## config.mk

```make
export PLATFORM = sky130hd
export DESIGN_NAME = param_td4_cpu
export DESIGN_NICKNAME = d
export VERILOG_FILES = /design/src/rtl/cpu_pkg.sv /design/src/rtl/cpu_decoder.sv /design/src/rtl/param_td4_cpu.sv
export SDC_FILE = /design/constraint.sdc
export NUM_CORES = 1
export LEC_CHECK = 0
export CAP_MARGIN = 0
export CORE_MARGIN = 4
export CORE_UTILIZATION = 47
export CTS_BUF_LIST = sky130_fd_sc_hd__clkbuf_2 sky130_fd_sc_hd__clkbuf_4 sky130_fd_sc_hd__clkbuf_8
export DETAILED_ROUTE_END_ITERATION = 7
export PLACE_DENSITY = 0.82
export SYNTH_ARGS = -nofsm -noshare
export SYNTH_HDL_FRONTEND = slang
export SYNTH_SLANG_ARGS = --single-unit
export TNS_END_PERCENT = 1
```

## constraint.sdc

```tcl
create_clock -name clk -period 1.8 [get_ports clk]
set_input_delay 0.27 -clock clk [delete_from_list [all_inputs] [get_ports clk]]
set_output_delay 0.27 -clock clk [all_outputs]
set_load 0.01 [all_outputs]
```

## src/rtl/cpu_pkg.sv

```systemverilog
// Shared opcode and ALU source-select encodings for the parametrised TD4 core.
package cpu_pkg;

  localparam logic [3:0] OP_ADD_A  = 4'b0000;
  localparam logic [3:0] OP_MOV_AB = 4'b0001;
  localparam logic [3:0] OP_IN_A   = 4'b0010;
  localparam logic [3:0] OP_MOV_AI = 4'b0011;
  localparam logic [3:0] OP_MOV_BA = 4'b0100;
  localparam logic [3:0] OP_ADD_B  = 4'b0101;
  localparam logic [3:0] OP_IN_B   = 4'b0110;
  localparam logic [3:0] OP_MOV_BI = 4'b0111;
  localparam logic [3:0] OP_HALT   = 4'b1000;
  localparam logic [3:0] OP_OUT_B  = 4'b1001;
  localparam logic [3:0] OP_OUT_I  = 4'b1011;
  localparam logic [3:0] OP_JNC    = 4'b1110;
  localparam logic [3:0] OP_JMP    = 4'b1111;

  localparam logic [1:0] SEL_A    = 2'b00;
  localparam logic [1:0] SEL_B    = 2'b01;
  localparam logic [1:0] SEL_IN   = 2'b10;
  localparam logic [1:0] SEL_ZERO = 2'b11;

endpackage

```

## src/rtl/cpu_decoder.sv

```systemverilog
// Combinational opcode decoder for param_td4_cpu.
// Optional HALT opcode enabled by defining CPU_HALT_EN.
module cpu_decoder
  import cpu_pkg::*;
(
  input  logic [3:0] opcode,
  input  logic       carry,
  output logic [1:0] src_sel,
  output logic       load_a,
  output logic       load_b,
  output logic       load_out,
  output logic       jump,
  output logic       halt
);

  // Opcode to control-signal decode; non-writing opcodes add imm to zero
  always_comb begin
    src_sel  = SEL_ZERO;
    load_a   = 1'b0;
    load_b   = 1'b0;
    load_out = 1'b0;
    jump     = 1'b0;
    halt     = 1'b0;
    case (opcode)
      OP_ADD_A:  begin src_sel = SEL_A;    load_a = 1'b1; end
      OP_MOV_AB: begin src_sel = SEL_B;    load_a = 1'b1; end
      OP_IN_A:   begin src_sel = SEL_IN;   load_a = 1'b1; end
      OP_MOV_AI: begin src_sel = SEL_ZERO; load_a = 1'b1; end
      OP_MOV_BA: begin src_sel = SEL_A;    load_b = 1'b1; end
      OP_ADD_B:  begin src_sel = SEL_B;    load_b = 1'b1; end
      OP_IN_B:   begin src_sel = SEL_IN;   load_b = 1'b1; end
      OP_MOV_BI: begin src_sel = SEL_ZERO; load_b = 1'b1; end
      OP_OUT_B:  begin src_sel = SEL_B;    load_out = 1'b1; end
      OP_OUT_I:  begin src_sel = SEL_ZERO; load_out = 1'b1; end
      OP_JNC:    begin src_sel = SEL_ZERO; jump = ~carry; end
      OP_JMP:    begin src_sel = SEL_ZERO; jump = 1'b1; end
`ifdef CPU_HALT_EN
      OP_HALT:   begin src_sel = SEL_ZERO; halt = 1'b1; end
`endif
      default:   begin src_sel = SEL_ZERO; end
    endcase
  end

endmodule

```

## src/rtl/param_td4_cpu.sv

```systemverilog
// W-bit TD4-style accumulator CPU executing one instruction per cpu_en strobe.
// Define CPU_HALT_EN to make opcode 1000 a sticky HALT.
module param_td4_cpu
  import cpu_pkg::*;
#(
  parameter int          W        = 4,
  parameter int          PC_W     = 4,
  parameter int unsigned RESET_PC = 0
) (
  input  logic            clk,
  input  logic            reset_n,
  input  logic            cpu_en,
  output logic [PC_W-1:0] inst_adrs,
  input  logic [W+3:0]    inst,
  input  logic [W-1:0]    in_port,
  output logic [W-1:0]    out_port,
  output logic [W-1:0]    d_reg_a,
  output logic [W-1:0]    d_reg_b,
  output logic            d_carry,
  output logic            halted
);

  logic [PC_W-1:0] pc;
  logic [W-1:0]    reg_a;
  logic [W-1:0]    reg_b;
  logic [W-1:0]    out_reg;
  logic            carry;
  logic            halted_q;

  logic [3:0]      opcode;
  logic [W-1:0]    imm;
  logic [W-1:0]    src;
  logic [W:0]      sum;
  logic [1:0]      src_sel;
  logic            load_a;
  logic            load_b;
  logic            load_out;
  logic            jump;
  logic            halt;
  logic            exec;

  assign opcode = inst[W+3:W];
  assign imm    = inst[W-1:0];
  assign exec   = cpu_en & ~halted_q;

  cpu_decoder u_decoder (
    .opcode   (opcode),
    .carry    (carry),
    .src_sel  (src_sel),
    .load_a   (load_a),
    .load_b   (load_b),
    .load_out (load_out),
    .jump     (jump),
    .halt     (halt)
  );

  // ALU source mux
  always_comb begin
    src = '0;
    case (src_sel)
      SEL_A:   src = reg_a;
      SEL_B:   src = reg_b;
      SEL_IN:  src = in_port;
      default: src = '0;
    endcase
  end

  assign sum = {1'b0, src} + {1'b0, imm};

  // Architectural state update on executing edges only
  always_ff @(posedge clk or negedge reset_n) begin
    if (!reset_n) begin
      pc      <= PC_W'(RESET_PC);
      reg_a   <= '0;
      reg_b   <= '0;
      out_reg <= '0;
      carry   <= 1'b0;
    end else if (exec) begin
      carry <= sum[W];
      if (load_a) reg_a <= sum[W-1:0];
      else        reg_a <= reg_a;
      if (load_b) reg_b <= sum[W-1:0];
      else        reg_b <= reg_b;
      if (load_out) out_reg <= sum[W-1:0];
      else          out_reg <= out_reg;
      if (halt)      pc <= pc;
      else if (jump) pc <= imm[PC_W-1:0];
      else           pc <= pc + PC_W'(1);
    end else begin
      pc      <= pc;
      reg_a   <= reg_a;
      reg_b   <= reg_b;
      out_reg <= out_reg;
      carry   <= carry;
    end
  end

`ifdef CPU_HALT_EN
  // Sticky halt flag; only reset clears it
  always_ff @(posedge clk or negedge reset_n) begin
    if (!reset_n)          halted_q <= 1'b0;
    else if (exec && halt) halted_q <= 1'b1;
    else                   halted_q <= halted_q;
  end
`else
  assign halted_q = 1'b0;
`endif

  assign inst_adrs = pc;
  assign out_port  = out_reg;
  assign d_reg_a   = reg_a;
  assign d_reg_b   = reg_b;
  assign d_carry   = carry;
  assign halted    = halted_q;

endmodule

```

* Yosys cells after proc, flatten, opt, wreduce, memory -nomap -nowiden
Index checks and enable logic that the tools add are counted.
** Storage, ports and cells
- Logic and storage cells :: 39
- Input bits :: 15
- Bits in registers :: 17
- Output and inout port bits :: 18
** Cells by class
- Add/sub/neg operators :: 2
- Mux-type cells :: 7
- Eq/ne operators :: 13
- Bitwise gates (word level) :: 1
- Reductions and logical operators :: 11
** Operators with widths (number)
- 4-bit by 3-bit == test with 1-bit output, second input constant :: 4
- 4-bit == test, second input constant :: 4
- 4-bit case mux with 3 select lines :: 1
- 4-bit by 2-bit == test with 1-bit output, second input constant :: 2
- 4-bit OR reduction :: 2
- 2-bit case mux with 3 select lines :: 1
- 2-bit AND reduction :: 3
- 2-bit OR reduction :: 3
- 4-bit by 4-bit adder with 5-bit output :: 1
- 4-bit by 1-bit adder with 4-bit output, second input constant :: 1
- 4-bit by 1-bit == test with 1-bit output, second input constant :: 1
- 4-bit zero test :: 1
- 4-bit two-way mux :: 1
- 1-bit two-way mux :: 3
- 3-bit OR reduction :: 1
- 2-bit by 1-bit == test with 1-bit output, second input constant :: 1
- 2-bit == test, second input constant :: 1
- 2-bit zero test :: 1
- 1-bit case mux with 2 select lines :: 1
- 1-bit inverter :: 1

* Logic depth before layout (Yosys ltp)
Gate-level depths: netlist (run 1).
- Depth after elaboration :: 6
- Depth in mapped cells :: 8

* Modules after synthesis
A second synthesis (run 1) with hierarchy kept.
** Second synthesis, totals
- Cell total of the unflattened synthesis :: 120
- Area total of the unflattened synthesis :: 1098.6 µm²
** Modules (own cells, without submodules)
- param_td4_cpu :: cells each 108, times used 1, area each 1031.0 µm²
- cpu_decoder :: cells each 12, times used 1, area each 67.6 µm²

* Worst setup path before layout (run 1)
OpenSTA, ideal clock, no wires.
- Path kind :: input port to flip-flop
- Start point :: input inst[5]
- End point :: register reg_a[1], in the netlist d_reg_a[1]
- Buffers on the path :: 1
- Arrival :: 1785 ps
- Stages on the path :: 6
- Path slack :: -110 ps
- Required time :: 1675 ps
- Path through :: buf_2 -> a211oi_1 -> o2bb2ai_1 -> ha_1 -> fa_1 -> mux2_2
** On the way
- Longest elaborated chain between the ends :: 6
- Elaborated cells between the ends (all ways) :: 20
- Classes of those cells :: 1 x add/sub; 9 x eq/ne; 3 x mux; 7 x reduce/logical
** RTL lines
- start, declared :: line param_td4_cpu.sv:14 : input logic [W+3:0] inst,
- 4-bit by 1-bit == test with 1-bit output (tied with other cells) :: line cpu_decoder.sv:24 : case (opcode)
- 3-bit OR reduction (no line) / 2-bit OR reduction (equally long branches)
- 2-bit case mux with 3 select lines * :: line cpu_decoder.sv:24
- 2-bit == test (tied with other cells) :: line param_td4_cpu.sv:60 : case (src_sel)
- 4-bit case mux with 3 select lines * :: line param_td4_cpu.sv:60
- 4-bit by 4-bit adder with 5-bit output * :: line param_td4_cpu.sv:68 : assign sum = {1'b0, src} + {1'b0, imm};
- named net sum[1] :: line param_td4_cpu.sv:33 : logic [W:0] sum;
- end signal, assigned :: line param_td4_cpu.sv:80 : if (load_a) reg_a <= sum[W-1:0];
- end signal, assigned :: line param_td4_cpu.sv:81 : else reg_a <= reg_a;
- end signal, assigned :: line param_td4_cpu.sv:91 : reg_a <= reg_a;
- end, declared :: line param_td4_cpu.sv:24 : logic [W-1:0] reg_a;
Mark *: on every way through the listed nets, which the timed path passes. The rest lies on a longest branch.
A chain may end at the register's enable or synchronous reset.

* Final worst setup path (run 1)
- Start point :: input inst[6]
- End point :: register reg_a[3], in the netlist d_reg_a[3]
** On the way
- Longest elaborated chain between the ends :: 6
- Elaborated cells between the ends (all ways) :: 20
- Classes of those cells :: 1 x add/sub; 9 x eq/ne; 3 x mux; 7 x reduce/logical
** RTL lines (line)
- 4-bit by 1-bit == test with 1-bit output (tied with other cells) :: cpu_decoder.sv:24
- 3-bit OR reduction (no line) / 2-bit OR reduction (equally long branches)
- 2-bit case mux with 3 select lines :: cpu_decoder.sv:24
- 2-bit == test (tied with other cells) :: param_td4_cpu.sv:60
- 4-bit case mux with 3 select lines :: param_td4_cpu.sv:60
- 4-bit by 4-bit adder with 5-bit output :: param_td4_cpu.sv:68
Several ways; a longest one is shown, not always the timed one.

==> flow_summary.ini, run 1 <==
[cts]
clk_pin_slew_ps = 100
cts_tree = built
cts_made_buffers = 3
insertion_delay_ps = 290
htree_num_levels = 1
cts.hold.buffers_added = 0
cts.sinks = 17
clock_path_buffers = 2
root_buffer = clkbuf_4

[drt]
viasPerCell = 5.62
drt_iter0_drc = 20
postRouteAntennaNets = 0
wl_per_cell_um = 16.8
vias = 928
dr.pass1.iters = 4
route.detailed.drc = 0
routed_wl_mm = 2.78

[sta]
clock.fmax_mhz = 566
min_period_over_period_pct = 98.2
final.setup.tns_ps = 0
layout_min_cycle_time_ps = 1770
slew_viol_final = 0
hold_viol_final = 0
finalSetupViolations = 0
rsz0062_at_grt = yes
fin_skew_ps = 3.06
timing.final.ws_setup_ps = 31.8

[global_route]
grt-ovfl-total = 0
grt_pass1_wl_mm = 4.30
grt_usage_pct = 21.1
antenna_found_initial = 0
grt_start_max_net_pins = 18
grt_pass1_vias = 949

[yosys]
synth_async_sr_flop_share_pct = 100
synth_compound_area_share_pct = 18.1
muxShareOfSynthArea_pct = 10.8
yosysWarnings = 0
yosysSeqAreaShare_pct = 42.8
ys_top_cells_by_count = dfrtp_1, mux2_2, ha_1, nand2_1, nand2b_1
synth-xor-area-share_pct = 0.881
ys_seq_elements = 17
yosysTopAreaCellShare_pct = 42.8
yosysUniqueCellTypes = 38
synthFlopType = dfrtp_1
synth_top_family_by_area = compound AO/OA/AOI/OAI gates
yosys.area_share.simple_pct = 16.4
syn_inst = 93
yosysMostFrequentCell = dfrtp_1
synth_edf_count = 0
synth.top_cells.by_area = dfrtp_1, mux2_2, ha_1, mux2i_1, o2bb2ai_1
synthAdderAreaFrac_pct = 8.30
syn_area_um2 = 995
synth_nets = 114
postSynthAreaPerCell_um2 = 10.7
yosysTopAreaCell = dfrtp_1

[placed_design]
post-place-ws_ps = -659
dpl.hpwl_mm = 2.09
gp_congestion = 0.755
portBuffers = 31
dp.cells = 158

[cells_and_area]
drive_gt1_share_pct = 24.6
area_growth_pct = 50.4
finish.utilization_pct = 75.5
antenna_cells = 0
final.fill_count = 139
seq_area_um2 = 425
multi_input_area_um2 = 593
final_cells = 165
fin_nets = 160

[run_status]
status = finished, final reports clean

[worst_setup_path]
arrival_ps = 1960
critPathLaunchType = primary input
ff2ff_setup_slack_ps = 60
worstReg2RegStart = d_reg_a[1]
r2r_end = d_reg_a[3]
rr_worst_depth = 6
setup.worst_path.class = primary input to flip-flop
cp_cell_sequence = dlygate4sd2_1, a211oi_4, buf_4, o2bb2ai_2, ha_1, a21oi_2, and3b_1, o41ai_2
cp_slowest_stage_delay_ps = 310
end_kind = flip-flop
crit_required_ps = 1990
slowest_stage = o41ai_2
path_buf_inv = 2
crit_family = compound AO/OA/AOI/OAI gates
path_max_fanout = 3

[hold_path]
min_path_type = primary input to asynchronous set/reset pin

[power_and_ir_drop]
max-vdd-ir-drop_uv = 861
p_per_area_mw_per_mm2 = 1050
total_power_mw = 1.57
leakage_nw = 0.646

[run]
cap_violations = 0

[floorplanning]
row_count = 16
io_pins = 33
die_h_um = 54.0
die_area_mm2 = 0.00292
initial_core_util_pct = 50.2
coreArea_mm2 = 0.00198
die_w_um = 54.0
[sequential cells by signal, summed over array words and instances, names as in the netlist]
signal / cells
d_reg_b: 4
d_carry: 1
out_port: 4
inst_adrs: 4
d_reg_a: 4
[kinds of logic (layout without fill, tap and decap cells)]
family                     count (synthesis)  count (layout)
and+or+nand+nor                           28              28
AOI/OAI and AO/OA                         25              25
other                                      1               1
muxes                                     10              10
xor gates and xnor gates                   1               1
adders and majority gates                  6               6
DFF                                       17              17
buffers and inverters                      5              50
[per-stage QoR]
step	cell area, µm²	hold slack, ps
final	1500	296
after global routing	1500	299
after CTS	1460	306
after detailed placement	1400	479
after global placement	1400	474
after floorplan	1000	-25.6
[metal layers]
metal / vias up / GRT usage [%] / share of wire [%]
met1: 459 / 23.7 / 41
met2: 27 / 36.3 / 52
met4: 0 / 11.2 / 1.8
met3: 4 / 5.26 / 5.3
met5: - / 0 / 0
li1: 438 / - / -
[power breakdown]
group          switching, mW  internal (mW)
clock                  0.124          0.101
sequential             0.101          0.504
combinational          0.306          0.433
[worst max-delay path by stage]
stage | startpoint | end | slack [ps] | cells past startpoint
final | inst[6] | d_reg_a[3] | 30 | 8
after global routing | inst[6] | d_reg_a[3] | -30 | 8
after CTS | d_reg_a[0] | d_carry | 9 | 7
after detailed placement | inst[4] | d_reg_a[3] | -660 | 8
after global placement | inst[4] | d_reg_a[3] | -620 | 8
after floorplan | inst[5] | d_reg_a[1] | 6 | 6
[what timing repair did]
item | CTS | global route
gates resized for setup | 12 | 5
endpoints found under the setup margin | 10 | 8
pin swaps | 4 | 4
buffers inserted | 1 | 2
[final cells by class]
class	count	area share, %
clock buffer	4	2.01
timing repair buffer	44	27.2
sequential	17	28.4
inverter	2	0.502
multi-input combinational	71	39.6
tap	27	2.26
[worst register-to-register path, cell delays in order (launching register included)]
cell	delay, ps
dfrtp_1	420
mux2i_2	210
o2bb2ai_2	100
ha_1	290
nand3_1	100
and3b_1	230
o41ai_2	310
[layout by cell type, fill, tap and decap left out, drive strengths merged, types with 2 or more instances in the layout]
master	instances
nand3b	2
nand2	5
nor2	4
a21oi	4
ha	5
clkdlybuf4s50	27
nor2b	2
dlygate4sd2	2
inv	2
dfrtp	17
clkdlybuf4s15	2
o21ai	4
and3	2
clkbuf	4
nand3	3
nand2b	5
o2bb2ai	4
mux2i	4
buf	13
mux2	6
o31ai	2
Power figures use the tool's default switching activity.
==> run 2, diff against run 1 <==
- SKIP_CTS_REPAIR_TIMING: unset -> 1
==> run 2 against run 1 <==
Non-clock buffer count decreased by 2. Final cell count decreased by 1.2%. Clock skew decreased by 2.4 ps. Die area unchanged. Combinational power decreased by 3%. Cell area decreased by 0.92%. Hold slack improved by 5.3 ps. First-iteration DRC count decreased by 15%. Sequential share of layout area increased by 0.26 points. Count of clock-buffer cells in the layout unchanged. Flip-flop and latch count unchanged. Via count decreased by 1.2%. Critical path type is now flip-flop to flip-flop. Critical endpoint unchanged. Largest power group unchanged. Highest routed layer unchanged.
==> flow_summary.ini, run 2 (synthesis gave the netlist of run 1 again) <==
[cells_and_area]
fin_nets = 158
layout_commonest_cell = clkdlybuf4s50_1
area_growth_pct = 49.1
drive_gt1_share_pct = 21.3
final_cells = 163
finish.utilization_pct = 74.8
antenna_cells = 0
final_cell_mix = clkdlybuf4s50_1, dfrtp_1, buf_4, mux2_2
stdcell_area_mm2 = 0.00148

[drt]
drt_iter0_drc = 17
routed_wl_mm = 2.70
vias = 917
wl_per_cell_um = 16.6
viasPerCell = 5.63
postRouteAntennaNets = 0
route.detailed.drc = 0
dr.pass1.iters = 4

[global_route]
grt_pass1_wl_mm = 4.20
grt_pass1_vias = 907
grt-ovfl-total = 0
grt_start_max_net_pins = 18
grt_usage_pct = 20.5
antenna_found_initial = 0

[sta]
clock.fmax_mhz = 574
rsz0062_at_grt = no
hold_viol_final = 0
slew_viol_final = 0
min_period_over_period_pct = 96.7
fin_skew_ps = 0.658
final.setup.tns_ps = 0
finalSetupViolations = 0
layout_min_cycle_time_ps = 1740

[run]
cap_violations = 0

[placed_design]
portBuffers = 31
dpl.hpwl_mm = 2.09
gp_congestion = 0.755
place_area_mm2 = 0.00140
dp.cells = 158

[floorplanning]
coreArea_mm2 = 0.00198
row_count = 16
die_h_um = 54.0
die_w_um = 54.0
die_area_mm2 = 0.00292
initial_core_util_pct = 50.2
io_pins = 33

[worst_setup_path]
critPathLaunchType = flip-flop
crit_family = flip-flops
crit_required_ps = 1980
ff2ff_setup_slack_ps = 60
cp_slowest_stage_delay_ps = 420
rr_worst_depth = 6
slowest_stage = dfrtp_1
path_buf_inv = 0
cp_cell_sequence = mux2i_2, o2bb2ai_2, ha_1, nand3_1, and3b_1, o41ai_2
setup.worst_path.class = flip-flop to flip-flop
r2r_end = d_reg_a[3]
path_max_fanout = 3
arrival_ps = 1930
worstReg2RegStart = d_reg_a[1]
end_kind = flip-flop

[run_status]
status = finished, final reports clean

[cts]
insertion_delay_ps = 290
clk_pin_slew_ps = 100
cts_made_buffers = 3
cts_tree = built
cts.sinks = 17
htree_num_levels = 1
root_buffer = clkbuf_4
clock_path_buffers = 2

[power_and_ir_drop]
p_per_area_mw_per_mm2 = 1040
total_power_mw = 1.55
max-vdd-ir-drop_uv = 849
leakage_nw = 0.665

[hold_path]
min_path_type = primary input to asynchronous set/reset pin
## run 2: stage by stage
stage / hold slack [ps] / worst slack, ps
4_1_cts: 306 / -349
6_report: 301 / 58.9
5_1_grt: 299 / 11.7
3_5_place_dp: 479 / -659
3_3_place_gp: 474 / -619
2_1_floorplan: -25.6 / 5.78
## run 2: cell type report
class,instances,area [µm²]
clock buffers,4,30.0
fillers,140,499
inverters,2,7.51
multi-input cells,71,583
repair buffers,42,403
flip-flops and latches,17,425
well taps,27,33.8
## run 2: worst reg2reg max path, cell delays in order (launching register included)
cell and delay, ps:
dfrtp_1 420, mux2i_2 200, o2bb2ai_2 100, ha_1 290
nand3_1 100, and3b_1 220, o41ai_2 310
## run 2: power breakdown
| part | internal (mW) | total [mW] | leakage, nW | switching, mW |
|---|---|---|---|---|
| clock network | 0.101 | 0.224 | 0.0184 | 0.123 |
| logic | 0.422 | 0.719 | 0.446 | 0.297 |
| registers | 0.504 | 0.603 | 0.201 | 0.0993 |
## run 2: layer usage
layer  track usage [%]  up-vias  wire length, µm
met1              23.7      451             1140
li1                  -      433                -
met5                 0        -                0
met2              36.3       31             1400
met3              4.43        2              135
met4              8.71        0               29
## run 2: worst max-delay path by stage
stage,from,end,slack [ps],cells after the start
floorplan,inst[5],d_reg_a[1],6,6
global placement,inst[4],d_reg_a[3],-620,8
detailed placement,inst[4],d_reg_a[3],-660,8
CTS,inst[4],d_reg_a[3],-350,8
global route,d_reg_a[1],d_reg_a[3],10,6
finish,d_reg_a[1],d_reg_a[3],60,6
==> run 3, diff against run 2 <==
- SLEW_MARGIN: unset -> 5
==> results of run 3 <==
The final DEF is identical to that of run 2; final timing and power are the same.
